[config.mk]
export PLATFORM = sky130hd
export DESIGN_NAME = rf_readport_arb
export DESIGN_NICKNAME = d
export VERILOG_FILES = /design/src/rtl/rf_readport_arb.sv
export SDC_FILE = /design/constraint.sdc
export NUM_CORES = 1
export LEC_CHECK = 0
export BUFFER_PORTS_ARGS = -buffer_cell sky130_fd_sc_hd__buf_2
export CAP_MARGIN = 40
export CORE_UTILIZATION = 50
export DETAILED_ROUTE_END_ITERATION = 10
export GPL_TIMING_DRIVEN = 1
export PLACE_DENSITY_LB_ADDON = 0.3
export REMOVE_ABC_BUFFERS = 1
export SLEW_MARGIN = 10
export SYNTH_ARGS = -nofsm -noshare
export SYNTH_HDL_FRONTEND = slang
export SYNTH_SLANG_ARGS = --single-unit
[constraint.sdc]
create_clock -name clk -period 15.89 [get_ports clk]
set_input_delay 0.7945 -clock clk [delete_from_list [all_inputs] [get_ports clk]]
set_output_delay 0.7945 -clock clk [all_outputs]
set_load 0.01 [all_outputs]
[src/rtl/rf_readport_arb.sv]
// Register-read port arbiter: packs up to four issue lanes into READ_PORTS RF read
// ports in rotating order, holding lanes that do not fit and stalling the issue queue.
module rf_readport_arb #(
  parameter int READ_PORTS = 6
) (
  input  logic        clk,
  input  logic        reset,
  input  logic [3:0]  req_valid_i,
  input  logic [7:0]  req_nsrc_i,
  input  logic        flush_i,
  output logic [3:0]  go_o,
  output logic [11:0] port_base_o,
  output logic        stall_o
);

  localparam logic [4:0] RP_C = 5'(READ_PORTS);

  logic [3:0]  go_q, go_d;
  logic [11:0] base_q, base_d;
  logic [3:0]  pend_q, pend_d;
  logic [7:0]  held_q, held_d;
  logic [1:0]  ptr_q, ptr_d;

  logic        use_held_s;
  logic [3:0]  cand_s;
  logic [1:0]  cost_s [4];
  logic [2:0]  lane_base_s [4];
  logic [3:0]  grant_s;
  logic [3:0]  sum_s;
  logic        stop_s;
  logic [1:0]  lane_s;
  logic [1:0]  first_blk_s;
  logic [3:0]  pend_nxt_s;
  logic [7:0]  held_nxt_s;
  logic [11:0] base_pack_s;
  logic [1:0]  ptr_nxt_s;

  // Candidate selection, rotating allocation and next-state computation
  always_comb begin
    use_held_s  = (pend_q != 4'b0000);
    cand_s      = use_held_s ? pend_q : req_valid_i;
    grant_s     = 4'b0000;
    sum_s       = 4'd0;
    stop_s      = 1'b0;
    lane_s      = 2'd0;
    first_blk_s = ptr_q;
    held_nxt_s  = 8'h00;
    base_pack_s = 12'h000;
    for (int k = 0; k < 4; k++) begin
      lane_base_s[k] = 3'd0;
      if (use_held_s) begin
        cost_s[k] = held_q[2*k +: 2];
      end else if (req_nsrc_i[2*k +: 2] == 2'd3) begin
        cost_s[k] = 2'd2;
      end else begin
        cost_s[k] = req_nsrc_i[2*k +: 2];
      end
    end

    // Once a lane fails to fit, every later lane in rotation order stays pending.
    for (int i = 0; i < 4; i++) begin
      lane_s = ptr_q + 2'(i);
      if (cand_s[lane_s] && !stop_s) begin
        if (({1'b0, sum_s} + {3'b000, cost_s[lane_s]}) <= RP_C) begin
          grant_s[lane_s]     = 1'b1;
          lane_base_s[lane_s] = (sum_s > 4'd7) ? 3'd7 : sum_s[2:0];
          sum_s               = sum_s + {2'b00, cost_s[lane_s]};
        end else begin
          stop_s      = 1'b1;
          first_blk_s = lane_s;
        end
      end else begin
        sum_s = sum_s;
      end
    end

    pend_nxt_s = cand_s & ~grant_s;
    for (int k = 0; k < 4; k++) begin
      held_nxt_s[2*k +: 2]  = pend_nxt_s[k] ? cost_s[k] : 2'd0;
      base_pack_s[3*k +: 3] = lane_base_s[k];
    end

    if (pend_nxt_s != 4'b0000) begin
      ptr_nxt_s = first_blk_s;
    end else if (cand_s != 4'b0000) begin
      ptr_nxt_s = ptr_q + 2'd1;
    end else begin
      ptr_nxt_s = ptr_q;
    end

    if (flush_i) begin
      go_d   = 4'b0000;
      base_d = 12'h000;
      pend_d = 4'b0000;
      held_d = 8'h00;
      ptr_d  = ptr_q;
    end else begin
      go_d   = grant_s;
      base_d = base_pack_s;
      pend_d = pend_nxt_s;
      held_d = held_nxt_s;
      ptr_d  = ptr_nxt_s;
    end
  end

  // State and output registers
  always_ff @(posedge clk or negedge reset) begin
    if (!reset) begin
      go_q   <= 4'b0000;
      base_q <= 12'h000;
      pend_q <= 4'b0000;
      held_q <= 8'h00;
      ptr_q  <= 2'd0;
    end else begin
      go_q   <= go_d;
      base_q <= base_d;
      pend_q <= pend_d;
      held_q <= held_d;
      ptr_q  <= ptr_d;
    end
  end

  assign go_o        = go_q;
  assign port_base_o = base_q;
  assign stall_o     = |pend_q;

endmodule

==> key figures <==
Outcome
  – Status: complete, no violations

Logic synthesis
  – FFs w/ async S/R, synth: 1.000
  – Main flop type after synthesis: dfrtp_1
  – Post-synth top cells: dfrtp_1, nor2_1, nand2_1
  – Dominant cell by count in the synthesized netlist: dfrtp_1
  – Cell taking the most area after synthesis: dfrtp_1
  – Sequential share of the synthesized area: 0.2972
  – Post-Syn Area per Cell: 9.220 um^2
  – Synthesized area: 0.002526 mm^2
  – Post-synthesis cell type count: 49
  – Share of the synthesized area in the top cell type: 0.2972
  – Yosys synthesis warning count: 0
  – Gate Count Post-Synth: 274
  – Post-synth EDFFs: 0
  – Post-synthesis register bit count: 30
  – Top cells by area, synth: dfrtp_1, ha_1, mux2i_1, mux4_2, a311oi_1

Setup path
  – Critical Path Start Type: flop
  – Critical path's largest stage delay: 800 ps
  – Flop-to-flop setup slack: 6950 ps
  – CP dominant cell by count: inv_1
  – Worst reg2reg path startpoint: pend_q[1]
  – Worst Path Arrival: 9110 ps
  – CP startpoint: pend_q[1]
  – CP max-delay cell: or4_1
  – Crit Path Class: reg -> reg
  – Req. time, crit path: 16060 ps
  – CP max FO: 18
  – Worst Setup End Kind: flop
  – R2R cell count: 29

Clock tree
  – Post-CTS sizing: 0
  – Worst-path clk slew: 70 ps
  – H-tree levels: 2
  – Hold buffers post-CTS: 0
  – Clock Root Buffer: clkbuf_8
  – # Post-CTS Setup Buffers: 0
  – Clk buf depth: 2
  – Skew-Pair Late Insertion Delay: 290 ps
  – Total CTS buffers: 5
  – Clk sink count: 30
  – CTS tree: yes

Timing
  – Final min period: 8941 ps
  – Fin. max-slew vios: 0
  – Slew margin rel.: 0.4548
  – RSZ-0062 raised after global routing: false
  – Peak Freq: 111.8 MHz
  – Worst-margin pin slew: 817.9 ps
  – Final hold vios: 0
  – Setup Skew: 9.355 ps
  – # setup viols final: 0
  – Final worst path period share: 0.5627
  – Setup TNS Final: 0 ps

Route
  – Vias per Instance: 6.309
  – Routed wire per std cell: 16.96 um
  – DR vias: 2309
  – Post-route DRC violation count: 0
  – Final ANT Viol Nets: 0
  – Post-Route WL: 6208 um
  – DR iter-0 viols: 369
  – Pre-antenna DRT Iters: 4

Global routing
  – Overflow after GRT: 0
  – Largest net degree at the start of global routing: 31
  – Vias in the first global route: 2060
  – Initial antenna violation count: 0
  – GRT Resource Usage Total: 0.2553
  – First-pass GRT wire length: 10410 um

Floorplan
  – Die Area: 0.005341 mm^2
  – Die Wd: 73.08 um
  – Initial Utilization: 0.5278
  – # IOs: 32
  – Chip height: 73.08 um
  – Core Region: 0.004786 mm^2
  – Rows: 25

Finish
  – Layout Nets: 328
  – Antenna diodes: 0
  – Share of layout cells above drive strength 1: 0.2375
  – Syn-to-layout area delta: 10.70%

Placed design
  – GPL Wtd Cong: 0.9545
  – Number of port buffers: 31
  – Detailed placement HPWL: 4707 um

Min path
  – Worst min-delay path class: in -> async

Run
  – Max cap viols: 0
==> critical path, delay by kind of cell, from the launching register on <==
family / cells / cell delay [ps]
simple gates: 8 / 2540
buf+inv: 4 / 390
fa+ha+maj: 5 / 1670
compound gates: 11 / 3310
flops: 1 / 490
mux: 1 / 420
==> per-stage QoR <==
stage / util / std cells / hold slack, ps / worst slack [ps] / cell area, um^2
final: 0.5843 / 366 / 530.9 / 6949 / 2796
after global routing: 0.5843 / 366 / 593.6 / 6348 / 2796
after CTS: 0.5843 / 366 / 559.4 / 7066 / 2796
after detailed placement: 0.5652 / 358 / 553.8 / 7098 / 2705
after global placement: 0.5652 / 358 / 545.6 / 7342 / 2705
after floorplan: - / 259 / 498.9 / 8414 / 2459
==> layer usage <==
metal | wire (um) | GRT usage
met1 | 2888 | 0.3739
met2 | 2758 | 0.3827
met3 | 434 | 0.03453
met4 | 127 | 0.09150
met5 | 0 | 0
==> area by class of cell <==
type	count	area (um^2)
Clock buffer	7	86.33
Clock inverter	1	5.005
Fill cell	421	1989
Inverter	14	52.55
Multi-Input combinational cell	215	1655
Sequential cell	30	750.7
Tap cell	67	83.83
Timing Repair Buffer	32	162.7
==> logic make-up after synthesis <==
family	after synthesis	synth area share
simple gates	106	0.2318
compound gates	69	0.2184
flops	30	0.2972
buf+inv	29	0.04754
mux	25	0.1218
fa+ha+maj	15	0.08321
==> path summary, 6_finish.rpt <==
path	end
worst max register to register	ptr_q[1]
min in group clk	held_q[1]
worst min register to register	held_q[1]
worst min-delay path	held_q[4]
max in group asynchronous	port_base_o[9]
worst max-delay path	ptr_q[1]
==> flip-flops by register name (all words and copies together), names as in the netlist <==
| register | count |
|---|---|
| port_base_o | 12 |
| held_q | 8 |
| go_o | 4 |
| pend_q | 4 |
| ptr_q | 2 |
==> cells in the final DEF, fill, tap and decap left out, drive strengths merged, types with 4 or more instances in the layout <==
master,instances
buf,32
nand4,9
or2,11
o21ai,6
and2,5
nor4b,4
a211oi,7
mux4,4
a22oi,10
nand2,18
nand3,14
a31oi,4
nor3,8
nor2,22
a21o,5
mux2i,15
nand2b,6
and4,4
ha,12
a21oi,7
mux2,6
inv,14
a311oi,9
dfrtp,30
clkbuf,7
Power is not shown: default switching activity piles up to over one toggle a cycle in this logic, so the estimate is an artifact.
